File: config.mk
export PLATFORM = sky130hd
export DESIGN_NAME = subtractor_serial_32bit_flat
export DESIGN_NICKNAME = d
export VERILOG_FILES = /design/src/rtl/subtractor_serial_32bit_pkg.sv /design/src/rtl/subtractor_serial_32bit_if.sv /design/src/rtl/subtractor_serial_32bit_slice.sv /design/src/rtl/subtractor_serial_32bit.sv /design/src/flat_wrapper.sv
export SDC_FILE = /design/constraint.sdc
export NUM_CORES = 1
export LEC_CHECK = 0
export ABC_AREA = 1
export BUFFER_PORTS_ARGS = -buffer_cell sky130_fd_sc_hd__buf_2
export CORE_AREA = 2 2 104 106
export DETAILED_ROUTE_END_ITERATION = 10
export DIE_AREA = 0 0 106 108
export HOLD_SLACK_MARGIN = 0.02
export PLACE_DENSITY = 0.93
export SYNTH_ARGS = -nofsm -noshare
export SYNTH_HDL_FRONTEND = slang
export SYNTH_SLANG_ARGS = --single-unit
File: constraint.sdc
create_clock -name clk_i -period 9 [get_ports clk_i]
set_input_delay 1.8 -clock clk_i [delete_from_list [all_inputs] [get_ports clk_i]]
set_output_delay 1.8 -clock clk_i [all_outputs]
set_load 0.1 [all_outputs]
File: src/rtl/subtractor_serial_32bit_pkg.sv
// Shared types and default sizing for the slice-serial subtractor.
// Imported by the interface, the slice and the top level.
package subtractor_pkg;

  localparam int SUB_WIDTH = 32;
  localparam int SUB_SLICE = 8;

  typedef enum logic [1:0] {
    IDLE = 2'd0,
    CALC = 2'd1,
    DONE = 2'd2
  } sub_state_e;

  function automatic int cnt_bits(input int n);
    return (n > 1) ? $clog2(n) : 1;
  endfunction

endpackage

File: src/rtl/subtractor_serial_32bit_if.sv
// Operand/result bundle with valid/ready handshakes on both sides.
// master = requester/consumer, slave = the subtractor.
interface subtractor_serial_32bit_if
  import subtractor_pkg::*;
#(
  parameter int WIDTH = SUB_WIDTH
) ();

  logic [WIDTH-1:0] A_i;
  logic [WIDTH-1:0] B_i;
  logic             bin_i;
  logic             valid_i;
  logic             ready_o;
  logic [WIDTH-1:0] DIFF_o;
  logic             bout_o;
  logic             ovf_o;
  logic             valid_o;
  logic             ready_i;

  modport master (
    output A_i,
    output B_i,
    output bin_i,
    output valid_i,
    output ready_i,
    input  ready_o,
    input  DIFF_o,
    input  bout_o,
    input  ovf_o,
    input  valid_o
  );

  modport slave (
    input  A_i,
    input  B_i,
    input  bin_i,
    input  valid_i,
    input  ready_i,
    output ready_o,
    output DIFF_o,
    output bout_o,
    output ovf_o,
    output valid_o
  );

endinterface

File: src/rtl/subtractor_serial_32bit_slice.sv
// Combinational ripple slice computing a + ~b + cin.
// Reused once per clock by the serial top level.
module subtractor_8bit_slice #(
  parameter int SLICE = 8
) (
  input  logic [SLICE-1:0] a,
  input  logic [SLICE-1:0] b,
  input  logic             cin,
  output logic [SLICE-1:0] sum,
  output logic             cout
);

  logic [SLICE:0]   c;
  logic [SLICE-1:0] nb;

  assign nb   = ~b;
  assign c[0] = cin;

  for (genvar i = 0; i < SLICE; i++) begin : g_bit
    assign sum[i]  = a[i] ^ nb[i] ^ c[i];
    assign c[i+1]  = (a[i] & nb[i])
                   | (a[i] & c[i])
                   | (nb[i] & c[i]);
  end

  assign cout = c[SLICE];

endmodule

File: src/rtl/subtractor_serial_32bit.sv
// Slice-serial subtractor: A - B - bin, SLICE bits per clock.
// Internal carry is the inverted borrow; bout = ~final carry.
module subtractor_serial_32bit
  import subtractor_pkg::*;
#(
  parameter int WIDTH = SUB_WIDTH,
  parameter int SLICE = SUB_SLICE
) (
  input  logic                      clk_i,
  input  logic                      rst_ni,
  subtractor_serial_32bit_if.slave  bus
);

  localparam int NUM_SLICES = WIDTH / SLICE;
  localparam int CNT_W      = cnt_bits(NUM_SLICES);
  localparam logic [CNT_W-1:0] LAST =
    CNT_W'(NUM_SLICES - 1);

  sub_state_e       state_q;
  sub_state_e       state_d;
  logic [CNT_W-1:0] cnt_q;
  logic [WIDTH-1:0] a_q;
  logic [WIDTH-1:0] b_q;
  logic             c_q;
  logic [WIDTH-1:0] res_q;
  logic [WIDTH-1:0] res_d;
  logic [WIDTH-1:0] diff_q;
  logic             bout_q;
  logic             ovf_q;

  logic             accept;
  logic             last;
  logic [SLICE-1:0] sl_a;
  logic [SLICE-1:0] sl_b;
  logic [SLICE-1:0] sl_sum;
  logic             sl_cout;

  assign accept = (state_q == IDLE) && bus.valid_i;
  assign last   = (state_q == CALC) && (cnt_q == LAST);

  assign sl_a = a_q[int'(cnt_q)*SLICE +: SLICE];
  assign sl_b = b_q[int'(cnt_q)*SLICE +: SLICE];

  subtractor_8bit_slice #(
    .SLICE (SLICE)
  ) u_slice (
    .a    (sl_a),
    .b    (sl_b),
    .cin  (c_q),
    .sum  (sl_sum),
    .cout (sl_cout)
  );

  always_comb begin
    res_d = res_q;
    res_d[int'(cnt_q)*SLICE +: SLICE] = sl_sum;
  end

  always_ff @(posedge clk_i or negedge rst_ni) begin
    if (!rst_ni) begin
      state_q <= IDLE;
    end else begin
      state_q <= state_d;
    end
  end

  always_comb begin
    state_d = state_q;
    unique case (state_q)
      IDLE: if (accept) state_d = CALC;
      CALC: if (last) state_d = DONE;
      DONE: if (bus.ready_i) state_d = IDLE;
      default: state_d = IDLE;
    endcase
  end

  always_ff @(posedge clk_i or negedge rst_ni) begin
    if (!rst_ni) begin
      cnt_q  <= '0;
      a_q    <= '0;
      b_q    <= '0;
      c_q    <= 1'b0;
      res_q  <= '0;
      diff_q <= '0;
      bout_q <= 1'b0;
      ovf_q  <= 1'b0;
    end else if (accept) begin
      a_q   <= bus.A_i;
      b_q   <= bus.B_i;
      c_q   <= ~bus.bin_i;
      cnt_q <= '0;
    end else if (state_q == CALC) begin
      res_q <= res_d;
      c_q   <= sl_cout;
      cnt_q <= last ? '0 : cnt_q + 1'b1;
      if (last) begin
        diff_q <= res_d;
        bout_q <= ~sl_cout;
        // overflow only when operand signs differ
        ovf_q  <= (a_q[WIDTH-1] != b_q[WIDTH-1])
               && (res_d[WIDTH-1] != a_q[WIDTH-1]);
      end
    end
  end

  assign bus.ready_o = (state_q == IDLE);
  assign bus.valid_o = (state_q == DONE);
  assign bus.DIFF_o  = diff_q;
  assign bus.bout_o  = bout_q;
  assign bus.ovf_o   = ovf_q;

endmodule

File: src/flat_wrapper.sv
// flat-port wrapper written by rule: the top's interface ports become plain ports
module subtractor_serial_32bit_flat import subtractor_pkg::*;
#(
  parameter int WIDTH = SUB_WIDTH,
  parameter int SLICE = SUB_SLICE
)
  (clk_i, rst_ni, bus_A_i, bus_B_i, bus_bin_i, bus_valid_i, bus_ready_i, bus_ready_o, bus_DIFF_o, bus_bout_o, bus_ovf_o, bus_valid_o);
  subtractor_serial_32bit_if #(.WIDTH(WIDTH)) bus_i ();
  input  logic clk_i;
  input  logic rst_ni;
  input wire logic [$bits(bus_i.A_i)-1:0] bus_A_i;
  input wire logic [$bits(bus_i.B_i)-1:0] bus_B_i;
  input wire logic [$bits(bus_i.bin_i)-1:0] bus_bin_i;
  input wire logic [$bits(bus_i.valid_i)-1:0] bus_valid_i;
  input wire logic [$bits(bus_i.ready_i)-1:0] bus_ready_i;
  output wire logic [$bits(bus_i.ready_o)-1:0] bus_ready_o;
  output wire logic [$bits(bus_i.DIFF_o)-1:0] bus_DIFF_o;
  output wire logic [$bits(bus_i.bout_o)-1:0] bus_bout_o;
  output wire logic [$bits(bus_i.ovf_o)-1:0] bus_ovf_o;
  output wire logic [$bits(bus_i.valid_o)-1:0] bus_valid_o;
  assign bus_i.A_i = bus_A_i;
  assign bus_i.B_i = bus_B_i;
  assign bus_i.bin_i = bus_bin_i;
  assign bus_i.valid_i = bus_valid_i;
  assign bus_i.ready_i = bus_ready_i;
  assign bus_ready_o = bus_i.ready_o;
  assign bus_DIFF_o = bus_i.DIFF_o;
  assign bus_bout_o = bus_i.bout_o;
  assign bus_ovf_o = bus_i.ovf_o;
  assign bus_valid_o = bus_i.valid_o;
  subtractor_serial_32bit #(.WIDTH(WIDTH), .SLICE(SLICE)) u_core (.clk_i(clk_i), .rst_ni(rst_ni), .bus(bus_i));
endmodule
After elaboration in Yosys (flattened, before gate mapping)
Cells that the tools add are included.
- flip-flop bits (word level): 135
- bits of input ports: 69
- output and inout bits: 36
- word-level logic and storage cells: 101
- $add $sub $neg: 2
- eq/ne operators: 8
- shifts and indexed selects: 4
- multiplexer cells: 10
- bitwise operators: 60
- reduce and logical (&&, ||, !) cells: 8
- operator list (operator ; number):
    $shiftx A32 B6 Y8 ; 2
    $neg A5 Y33 ; 1
    $shift A8 B33 Y32 const A ; 1
    $shiftx A8 B33 Y32 ; 1
    $bwmux W32 ; 1
    $and A1 B1 Y1 ; 24
    $or A1 B1 Y1 ; 16
    $xor A1 B1 Y1 ; 16
    $mux W2 ; 6
    $not A8 Y8 ; 1
    $pmux W2 S3 ; 1
    $reduce_and A3 Y1 ; 2
    $eq A2 B2 Y1 const B ; 2
    $ne A2 B1 Y1 const B ; 2
    $logic_and A1 B1 Y1 ; 3
    $not A1 Y1 ; 3
    $add A2 B1 Y2 const B ; 1
    $eq A2 B1 Y1 const B ; 1
    $logic_not A2 Y1 ; 1
    $mux W1 ; 2
    $ne A1 B1 Y1 ; 2
    $ne A2 B2 Y1 const B ; 1
    $reduce_and A2 Y1 ; 1
    $reduce_bool A2 Y1 ; 1

Depth between registers and ports, before layout
Gate-level depths: netlist of run 1.
- depth after elaboration: 28
- gate-level depth with buffers: 21
- depth with buffers taken out: 19

By module
A second synthesis of run 1 with hierarchy kept.
- cell total of the unflattened synthesis: 741
- area total of the unflattened synthesis: 5960.7 um^2
- by module, submodules not included (module ; times used ; cells an instance ; area each (um^2) ; sequential area each (um^2)):
    subtractor_serial_32bit ; 1 ; 717 ; 5740.5 ; 3203.1
    subtractor_8bit_slice ; 1 ; 24 ; 220.2 ; 0.0

Worst setup path after synthesis of run 1
No wires, ideal clock.
- path type: register -> register
- from: register u_core.cnt_q[0]
- to: register u_core.ovf_q, in the netlist u_core.bus.ovf_o
- data arrival time: 4489 ps
- data required time: 8880 ps
- path slack: 4392 ps
- cell stages (with the launch flop): 22
- path buffers: 2
- clock period less this slack: 4608 ps
- path through: dfrtp_1 -> buf_4 -> inv_2 -> buf_2 -> nor2_1 -> o22ai_1 -> fa_1 -> inv_1 -> fa_1 -> fa_1 -> fa_1 -> fa_1 -> fa_1 -> fa_1 -> inv_1 -> fa_1 -> nor2_1 -> nand3_1 -> nand2_1 -> nand2_1 -> nand3_1 -> nand2_1
- cells in the longest elaborated chain, start to end: 28
- elaborated cells on any way between the ends: 63
- RTL lines (what ; line ; RTL):
    start: declaration ; subtractor_serial_32bit.sv:21 ; logic [CNT_W-1:0] cnt_q;
    start signal: assignment ; subtractor_serial_32bit.sv:95 ; cnt_q <= last ? '0 : cnt_q + 1'b1;
    $shiftx A32 B6 Y8 ; subtractor_serial_32bit.sv:42 ; assign sl_b = b_q[int'(cnt_q)*SLICE +: SLICE];
    $not A8 Y8 ; subtractor_serial_32bit_slice.sv:16 ; assign nb = ~b;
    $and A1 B1 Y1 ; subtractor_serial_32bit_slice.sv:21 ; assign c[i+1] = (a[i] & nb[i])
    $or A1 B1 Y1 ; subtractor_serial_32bit_slice.sv:22 ; | (a[i] & c[i])
    $or A1 B1 Y1 ; subtractor_serial_32bit_slice.sv:23 ; | (nb[i] & c[i]);
    $and A1 B1 Y1 ; subtractor_serial_32bit_slice.sv:22 ;
    $or A1 B1 Y1 ; subtractor_serial_32bit_slice.sv:22 ;
    $or A1 B1 Y1 ; subtractor_serial_32bit_slice.sv:23 ;
    (+12 left out) ; -- ;
    $and A1 B1 Y1 ; subtractor_serial_32bit_slice.sv:22 ;
    $or A1 B1 Y1 ; subtractor_serial_32bit_slice.sv:22 ;
    $or A1 B1 Y1 ; subtractor_serial_32bit_slice.sv:23 ;
    $xor A1 B1 Y1 ; subtractor_serial_32bit_slice.sv:20 ; assign sum[i] = a[i] ^ nb[i] ^ c[i];
    $shiftx A8 B33 Y32 ; subtractor_serial_32bit.sv:56 ; res_d[int'(cnt_q)*SLICE +: SLICE] = sl_sum;
    $bwmux W32 ; subtractor_serial_32bit.sv:56 ;
    $ne A1 B1 Y1 ; subtractor_serial_32bit.sv:101 ; && (res_d[WIDTH-1] != a_q[WIDTH-1]);
    $logic_and A1 B1 Y1 ; subtractor_serial_32bit.sv:101 ;
    end signal: assignment ; subtractor_serial_32bit.sv:100 ; ovf_q <= (a_q[WIDTH-1] != b_q[WIDTH-1])
    end: declaration ; subtractor_serial_32bit.sv:29 ; logic ovf_q;
Several ways; a longest one is shown, not always the timed one.
A chain may end at the register's enable or synchronous reset.

Worst setup path in the final report of run 1
- from: register u_core.cnt_q[1]
- to: register u_core.res_q[23]
- cells in the longest elaborated chain, start to end: 26
- elaborated cells on any way between the ends: 58
- RTL lines (what ; line ; RTL):
    $shiftx A32 B6 Y8 ; subtractor_serial_32bit.sv:42 ;
    $not A8 Y8 ; subtractor_serial_32bit_slice.sv:16 ;
    $and A1 B1 Y1 ; subtractor_serial_32bit_slice.sv:21 ;
    $or A1 B1 Y1 ; subtractor_serial_32bit_slice.sv:22 ;
    $or A1 B1 Y1 ; subtractor_serial_32bit_slice.sv:23 ;
    $and A1 B1 Y1 ; subtractor_serial_32bit_slice.sv:22 ;
    $or A1 B1 Y1 ; subtractor_serial_32bit_slice.sv:22 ;
    $or A1 B1 Y1 ; subtractor_serial_32bit_slice.sv:23 ;
    (+10 left out) ; -- ;
    $or A1 B1 Y1 ; subtractor_serial_32bit_slice.sv:22 ;
    $or A1 B1 Y1 ; subtractor_serial_32bit_slice.sv:23 ;
    $and A1 B1 Y1 ; subtractor_serial_32bit_slice.sv:22 ;
    $or A1 B1 Y1 ; subtractor_serial_32bit_slice.sv:22 ;
    $or A1 B1 Y1 ; subtractor_serial_32bit_slice.sv:23 ;
    $xor A1 B1 Y1 ; subtractor_serial_32bit_slice.sv:20 ;
    $shiftx A8 B33 Y32 ; subtractor_serial_32bit.sv:56 ;
    $bwmux W32 * ; subtractor_serial_32bit.sv:56 ;
    end signal: assignment ; subtractor_serial_32bit.sv:93 ; res_q <= res_d;
    end: declaration ; subtractor_serial_32bit.sv:25 ; logic [WIDTH-1:0] res_q;
Mark *: on every way between the ends. The rest lies on a longest branch, timed or not.

==> results.toml, run 1 <==
[outcome]
status = "completed"

[finish]
finish.net_count = 903
n_fill_cell = 804
multiInputGateArea_sq_mm = 0.002407
antenna_cells = 0
design_area_sq_mm = 0.007087
areaGrowthSynthToFinish_pct = 17.27
final_cell_mix = "nand2_1 (369), dfrtp_1 (128), buf_2 (103)"
final-seq-area_sq_mm = 0.003203
drive_above_1_share = 0.1811
layout.cells.most_common = "nand2_1"

[timing]
max_slew_margin = 0.3213
drv_slew = 0
min_period_ps = 5413
fin_hold_ws_ps = 471.1
tightest_slew_ps = 1018
post-route-period-util = 0.6015
final-setup-viol-count = 0
setup_tns_ps = 0
fin_skew_ps = 10.82
hold_violations = 0
grt_setup_unrepaired = "false"
max_freq_mhz = 184.7

[logic_synthesis]
netlist_area_sq_mm = 0.006043
synth_cell_types = 26
ys_ff_latch = 128
async_flop_share = 1.000
synth_nets = 817
yosysWarnings = 0
ys_seq_area_frac = 0.5300
synth_edf_count = 0
synthCells = 735
ys.flop_type = "dfrtp_1"
synth_area_per_cell_sq_um = 8.222

[detailed_routing]
ant_nets = 0
vias = 5259
wl_per_cell_microns = 14.85
drt_iter0_markers = 346
drc = 0
avgViaCountPerCell = 5.422
drt_wl_total_mm = 14.41
dr.pass1.iters = 6

[critical_path]
path_class = "reg2reg"
crit_fanout = 26
setup.worst_path.start_class = "flip-flop"
end_kind = "flip-flop"
cp_data_arrival_time_ps = 5840
cp.required_ps = 9430

[global_route]
grt_remaining_overflow = 0
top_usage_layer = "met2"
grt_usage = 0.2761
use_met1 = 0.3687
gr-usage-met3 = 0.05063
met2_usage = 0.4562
grt_pass1_vias = 5132
grt_pass1_wl_mm = 24.59
antenna_found_initial = 0
grt_max_degree = 85

[placement]
placed_cell_area_sq_mm = 0.006484
dpl.hpwl_mm = 9.453
port_buffers = 104
gp_congestion = 0.8364

[floorplan]
die_y_microns = 108
core_sq_mm = 0.01023
ios = 105
die_area_sq_mm = 0.01145
start_util = 0.5907
die_w_microns = 106
rows = 37

[clock_network]
cts_tree = "done"
cts_resized = 0
ctsRootBufferMaster = "clkbuf_8"
ctsHtreeMaxLevel = 4
clockBufferDepth = 2
cts_setup_buffers = 0
clock_sinks = 128
worstSkewPairLatency_ps = 520
hold_buffers = 0
cts_inserted_buffers = 17
clk_pin_slew_ps = 60

[run]
cap_viol_max_count = 0

[min_path]
min_path_type = "reg2reg"
-- cell families after synthesis --
logic type / count (synthesis) / synth area share
AO/OA/AOI/OAI: 89 / 0.08530
adder cells (fa/ha/maj): 13 / 0.03685
flip-flops: 128 / 0.5300
AND/OR/NAND/NOR: 423 / 0.2758
buffers and inverters: 82 / 0.07205
-- worst max-delay path, cell delays in order, from the launching register on --
cell	delay, ps
dfrtp_1	510
inv_1	620
o21ai_0	190
o22ai_1	190
fa_1	200
inv_1	50
fa_1	380
fa_1	390
fa_1	410
fa_1	410
fa_1	410
fa_1	410
inv_1	90
fa_1	430
nor2_1	200
inv_1	70
o22ai_1	200
nand2_1	70
o21ai_0	100
-- cell usage after synthesis, types with 8 or more instances --
cell type	instances	area share
a21oi_1	8	0.0066
fa_1	8	0.027
nand3_1	11	0.0091
o22ai_1	24	0.025
nor2_1	29	0.018
nand2_1	370	0.23
dfrtp_1	128	0.53
inv_1	37	0.023
buf_2	14	0.012
buf_6	8	0.015
o21ai_0	43	0.036
buf_4	13	0.016
-- through the flow --
| stage | std cells | util | setup WS, ps |
|---|---|---|---|
| after floorplan | 735 | - | 4392 |
| after global placement | 938 | 0.6337 | 3920 |
| after detailed placement | 938 | 0.6337 | 3792 |
| after CTS | 970 | 0.6927 | 3711 |
| after global routing | 970 | 0.6927 | 3290 |
| final | 970 | 0.6927 | 3587 |
-- metal layers --
| metal | routed length (microns) | vias to the layer above | share of wire |
|---|---|---|---|
| met5 | 0 | - | 0 |
| met4 | 367 | 0 | 0.025 |
| met2 | 7086 | 265 | 0.49 |
| met3 | 1086 | 42 | 0.075 |
| met1 | 5866 | 2453 | 0.41 |
| li1 | - | 2499 | - |
-- flip-flops by register name (all words and copies together) (netlist names) --
register / flops
u_core.c_q: 1
u_core.bus.bout_o: 1
u_core.cnt_q: 2
u_core.res_q: 25
u_core.a_q: 32
u_core.state_q: 2
u_core.b_q: 32
u_core.bus.DIFF_o: 32
u_core.bus.ovf_o: 1
-- layout make-up --
| type | instances | area share |
|---|---|---|
| inverter | 42 | 0.02225 |
| clock buffer | 19 | 0.06232 |
| multi-input combinational | 525 | 0.3397 |
| timing repair buffer | 107 | 0.07698 |
| clock inverter | 13 | 0.02278 |
| tap | 136 | 0.02401 |
| sequential | 128 | 0.4520 |
-- worst paths after layout --
kind                                  startpoint                    end  slack (ps)  cells after the start
min                        u_core.bus.DIFF_o[13]  u_core.bus.DIFF_o[13]         470                      2
max reg2reg                      u_core.cnt_q[1]       u_core.res_q[23]        3590                     18
max                              u_core.cnt_q[1]       u_core.res_q[23]        3590                     18
min in group asynchronous                 rst_ni  u_core.bus.DIFF_o[20]        1280                      1
min reg2reg                u_core.bus.DIFF_o[13]  u_core.bus.DIFF_o[13]         470                      2
max in group asynchronous                 rst_ni             u_core.c_q        6300                      2
Power of run 1 is left out: the tool's default activity adds up to more than one toggle a clock period on the data nets, which glitch-free logic cannot reach.
==> inputs of run 2 (changes only) <==
--- a/config.mk
+++ b/config.mk
@@ -5,13 +5,13 @@
 export SDC_FILE = /design/constraint.sdc
 export NUM_CORES = 1
 export LEC_CHECK = 0
-export ABC_AREA = 1
+export ABC_AREA = 0
 export BUFFER_PORTS_ARGS = -buffer_cell sky130_fd_sc_hd__buf_2
-export CORE_AREA = 2 2 104 106
+export CORE_AREA = 2 2 105 107
 export DETAILED_ROUTE_END_ITERATION = 10
-export DIE_AREA = 0 0 106 108
+export DIE_AREA = 0 0 107 109
 export HOLD_SLACK_MARGIN = 0.02
-export PLACE_DENSITY = 0.93
+export PLACE_DENSITY = 0.88
 export SYNTH_ARGS = -nofsm -noshare
 export SYNTH_HDL_FRONTEND = slang
 export SYNTH_SLANG_ARGS = --single-unit
==> constraint.sdc (replaced) <==
create_clock -name clk_i -period 5.64 [get_ports clk_i]
set_input_delay 1.128 -clock clk_i [delete_from_list [all_inputs] [get_ports clk_i]]
set_output_delay 1.128 -clock clk_i [all_outputs]
set_load 0.1 [all_outputs]
==> run 2 against run 1 <==
Effect of this change:
- synthesized area fell by 5.4%
- clock-buffer cell count down 1
- clock skew fell by 3.3 ps
- non-clock buffer count grew 5
- critical endpoint is now u_core.bus.ovf_o
- largest cell class unchanged
==> results.toml, run 2 <==
[placement]
dpl.hpwl_mm = 8.887
port_buffers = 104
post-place-cells = 635
gp_congestion = 0.8939

[timing]
fin_skew_ps = 7.488
max_slew_margin = 0.3041
drv_slew = 0
tightest_slew_ps = 1044
final-setup-viol-count = 0
hold_violations = 0
post-route-period-util = 0.8700
setup_tns_ps = 0
min_period_ps = 4907
grt_setup_unrepaired = "false"
fin_hold_ws_ps = 472.1
max_freq_mhz = 203.8

[logic_synthesis]
synth_area_per_cell_sq_um = 13.78
synthCells = 415
synth.most_common_cell = "dfrtp_1"
netlist_area_sq_mm = 0.005717
synth_edf_count = 0
ys_ff_latch = 127
synthTopCellsByCount = "dfrtp_1 (127), mux2_2 (59), nor2_1 (49), a22o_1 (32), a221oi_1 (24)"
synth_area_leaders = "dfrtp_1 (56%), mux2_2 (12%), mux4_2 (6.3%)"
synth_nets = 497
yosysWarnings = 0
ys_seq_area_frac = 0.5559
yosysTopAreaCell = "dfrtp_1"
synth_cell_types = 35
synth_top_area_frac = 0.5559
async_flop_share = 1.000
ys.flop_type = "dfrtp_1"

[floorplan]
die_w_microns = 107
core_sq_mm = 0.01060
start_util = 0.5392
die_area_sq_mm = 0.01166
die_y_microns = 109
rows = 38
ios = 105

[finish]
final_cell_mix = "dfrtp_1 (127), buf_2 (104), mux2_2 (59)"
n_fill_cell = 734
utilization = 0.6493
layout.cells.most_common = "dfrtp_1"
finish.net_count = 597
final-seq-area_sq_mm = 0.003178
drive_above_1_share = 0.4280
areaGrowthSynthToFinish_pct = 20.42
antenna_cells = 0
layout.cells.non_filler = 668
multiInputGateArea_sq_mm = 0.002305

[global_route]
grt_remaining_overflow = 0
grt_pass1_wl_mm = 21.72
antenna_found_initial = 0
grt_max_degree = 86
grt_pass1_vias = 4290
grt_usage = 0.2478

[run]
cap_viol_max_count = 0

[critical_path]
cp.required_ps = 6010
reg2reg_slack_ps = 730
crit_fanout = 17
path_class = "reg2reg"
setup.worst_path.start_class = "flip-flop"
cp_data_arrival_time_ps = 5280
end_kind = "flip-flop"

[detailed_routing]
drt_wl_total_mm = 13.13
dr.pass1.iters = 5
ant_nets = 0
vias = 3854
drc = 0
wl_per_cell_microns = 19.65
drt_iter0_markers = 209
avgViaCountPerCell = 5.769

[clock_network]
worstSkewPairLatency_ps = 510
hold_buffers = 0
ctsRootBufferMaster = "clkbuf_8"
clockBufferDepth = 2
cts_resized = 0
cts_setup_buffers = 0
cts_inserted_buffers = 17
cts_tree = "done"
ctsHtreeMaxLevel = 4
clk_pin_slew_ps = 60
clock_sinks = 127

[min_path]
min_path_type = "reg2reg"

[outcome]
status = "completed"
## run 2: cell types whose count changed after synthesis, sizes merged, moves of 16 or more
cell    change
mux4       +16
inv        -23
a22o       +32
a221oi     +24
o22ai      -24
nand2     -360
o21ai      -45
nor2       +17
mux2       +64
## run 2: logic make-up after synthesis
logic type / count (synthesis) / share of synthesized area
compound gates: 64 / 0.09367
mux: 81 / 0.1909
flops: 127 / 0.5559
buf+inv: 50 / 0.04180
simple gates: 80 / 0.07879
fa+ha+maj: 13 / 0.03896
## run 2: worst paths after layout
kind	start	to	cells after the start
hold reg to reg	u_core.bus.bout_o	u_core.bus.bout_o	2
hold / removal	u_core.bus.bout_o	u_core.bus.bout_o	2
min in group asynchronous	rst_ni	u_core.bus.DIFF_o[3]	1
setup reg to reg	u_core.cnt_q[0]	u_core.bus.ovf_o	15
setup / recovery	u_core.cnt_q[0]	u_core.bus.ovf_o	15
max in group asynchronous	rst_ni	u_core.cnt_q[0]	2
## run 2: per-layer routing
layer | global-route usage | vias up | routed length, microns
li1 | - | 1706 | -
met1 | 0.3011 | 1945 | 5195
met2 | 0.4131 | 162 | 6621
met3 | 0.07531 | 41 | 890
met4 | 0.1085 | 0 | 419
met5 | 0 | - | 0
## run 2: metrics by stage
stage | area [sq um] | setup slack [ps]
5_1_grt | 6884 | 518.4
6_report | 6884 | 733.2
3_5_place_dp | 6305 | 759.8
4_1_cts | 6879 | 718.5
3_3_place_gp | 6305 | 883.1
2_1_floorplan | 5717 | 753.5
## run 2: worst max-delay path, stage by stage (launching register included)
cell and delay (ps):
dfrtp_1 410, buf_4 230, mux4_2 400, fa_1 170
inv_1 50, fa_1 370, fa_1 390, fa_1 380
fa_1 390, fa_1 420, fa_1 370, inv_1 80
fa_1 420, nor4b_1 360, mux2i_1 230, o21ai_0 80
## run 2: cell type report
cell class / instances / share of cell area
Clock buffer: 18 / 0.06071
Clock inverter: 14 / 0.02272
Inverter: 19 / 0.01036
Multi-Input combinational cell: 238 / 0.3348
Sequential cell: 127 / 0.4617
Tap cell: 140 / 0.02545
Timing Repair Buffer: 112 / 0.08433
Power of run 2 is left out for the same reason.
==> inputs of run 3 (changes only) <==
--- a/config.mk
+++ b/config.mk
@@ -12,6 +12,7 @@
 export DIE_AREA = 0 0 107 109
 export HOLD_SLACK_MARGIN = 0.02
 export PLACE_DENSITY = 0.88
+export REMOVE_ABC_BUFFERS = 1
 export SYNTH_ARGS = -nofsm -noshare
 export SYNTH_HDL_FRONTEND = slang
 export SYNTH_SLANG_ARGS = --single-unit
==> run 3 against run 2 <==
Effect of this change:
- flip-flop and latch count stayed put
- routed wire length decreased by 1.2%
- critical path depth is the same
- final cell count decreased by 0.30%
- worst setup slack lost 340 ps
- sequential share of layout area increased by 0.12 points
- worst hold slack improved by 19 ps
- critical path type unchanged
==> results.toml, run 3 (synthesized netlist as in run 2, its figures left out) <==
[outcome]
status = "completed"

[critical_path]
cp_data_arrival_time_ps = 5630
cpMostUsedCell = "fa_1"
path_cells = "mux4_2 -> inv_1 -> fa_1 -> inv_1 -> fa_1 -> fa_1 -> fa_1 -> fa_1 -> fa_1 -> fa_1 -> inv_1 -> fa_1 -> nor4b_1 -> mux2i_1 -> o21ai_0"
cp.required_ps = 6030
end_kind = "flip-flop"
slowest_delay_ps = 620
crit_fanout = 14
cpMaxStageDelayCell = "dfrtp_2"
setup.worst_path.start_class = "flip-flop"
path_class = "reg2reg"

[global_route]
grt_pass1_vias = 4121
gr-usage-met3 = 0.06695
met2_usage = 0.4063
grt_max_degree = 89
grt_usage = 0.2426
top_usage_layer = "met2"
antenna_found_initial = 0
grt_remaining_overflow = 0
grt_pass1_wl_mm = 21.18
use_met1 = 0.2998

[detailed_routing]
dr.pass1.iters = 4
vias = 3837
drt_wl_total_mm = 12.97
wl_per_cell_microns = 19.47
drc = 0
drt_iter0_markers = 232
avgViaCountPerCell = 5.761
ant_nets = 0

[finish]
drive_above_1_share = 0.4278
n_fill_cell = 780
multiInputGateArea_sq_mm = 0.002305
finish.net_count = 595
final-seq-area_sq_mm = 0.003179
layout.cells.most_common = "dfrtp_1"
antenna_cells = 0
final_cell_mix = "dfrtp_1 (126), buf_2 (103), mux2_2 (59)"
areaGrowthSynthToFinish_pct = 20.16

[floorplan]
die_w_microns = 107
start_util = 0.5392
ios = 105
die_area_sq_mm = 0.01166
rows = 38
core_sq_mm = 0.01060
die_y_microns = 109

[timing]
hold_violations = 0
final-setup-viol-count = 0
min_period_ps = 5249
grt_setup_unrepaired = "false"
post-route-period-util = 0.9306
max_slew_margin = 0.2818
setup_tns_ps = 0
drv_slew = 0
fin_skew_ps = 7.341
max_freq_mhz = 190.5
tightest_slew_ps = 1077

[placement]
gp_congestion = 0.8355
dpl.hpwl_mm = 8.829
port_buffers = 104

[clock_network]
ctsHtreeMaxLevel = 4
clk_pin_slew_ps = 60
clock_sinks = 127
cts_inserted_buffers = 17
worstSkewPairLatency_ps = 530
cts_setup_buffers = 0
cts_resized = 0
cts_tree = "done"
hold_buffers = 0
clockBufferDepth = 2
ctsRootBufferMaster = "clkbuf_8"

[run]
cap_viol_max_count = 0

[min_path]
min_path_type = "reg2reg"
-- run 3: layer usage --
layer	vias to the layer above	wire length, microns
met5	-	0
met4	0	316
met3	25	804
met2	137	6539
met1	1967	5309
li1	1708	-
-- run 3: cell type report --
| class | instances | share of cell area |
|---|---|---|
| clock buffer | 19 | 0.06284 |
| clock inverter | 13 | 0.02022 |
| inverter | 19 | 0.01038 |
| multi-input combinational | 238 | 0.3355 |
| sequential | 127 | 0.4628 |
| tap | 140 | 0.02550 |
| timing repair buffer | 110 | 0.08270 |
-- run 3: critical path: cells and delay by family (launching register included) --
family	cells	cell delay [ps]
fa+ha+maj	8	2990
simple gates	1	380
buf+inv	3	250
mux	2	780
compound gates	1	80
flops	1	620
-- run 3: worst paths after layout --
kind,slack [ps],to,startpoint,cells past startpoint
worst min-delay path,490,u_core.bus.DIFF_o[21],u_core.bus.DIFF_o[21],2
worst max register to register,390,u_core.bus.ovf_o,u_core.cnt_q[0],15
min in group asynchronous,810,u_core.bus.DIFF_o[10],rst_ni,1
worst max-delay path,390,u_core.bus.ovf_o,u_core.cnt_q[0],15
max in group asynchronous,3700,u_core.b_q[23],rst_ni,2
worst min register to register,490,u_core.bus.DIFF_o[21],u_core.bus.DIFF_o[21],2
-- run 3: through the flow --
step                instance area [sq um]  std cells  utilization  hold slack [ps]  worst slack, ps
floorplan                            5549        384            -            452.7            203.7
global placement                     6299        634       0.5941            466.7            637.3
detailed placement                   6299        634       0.5941            478.9            408.6
CTS                                  6869        666       0.6479            498.5            349.6
global route                         6869        666       0.6479            511.2            119.8
finish                               6869        666       0.6479            491.1            391.5
Power of run 3 is left out for the same reason.
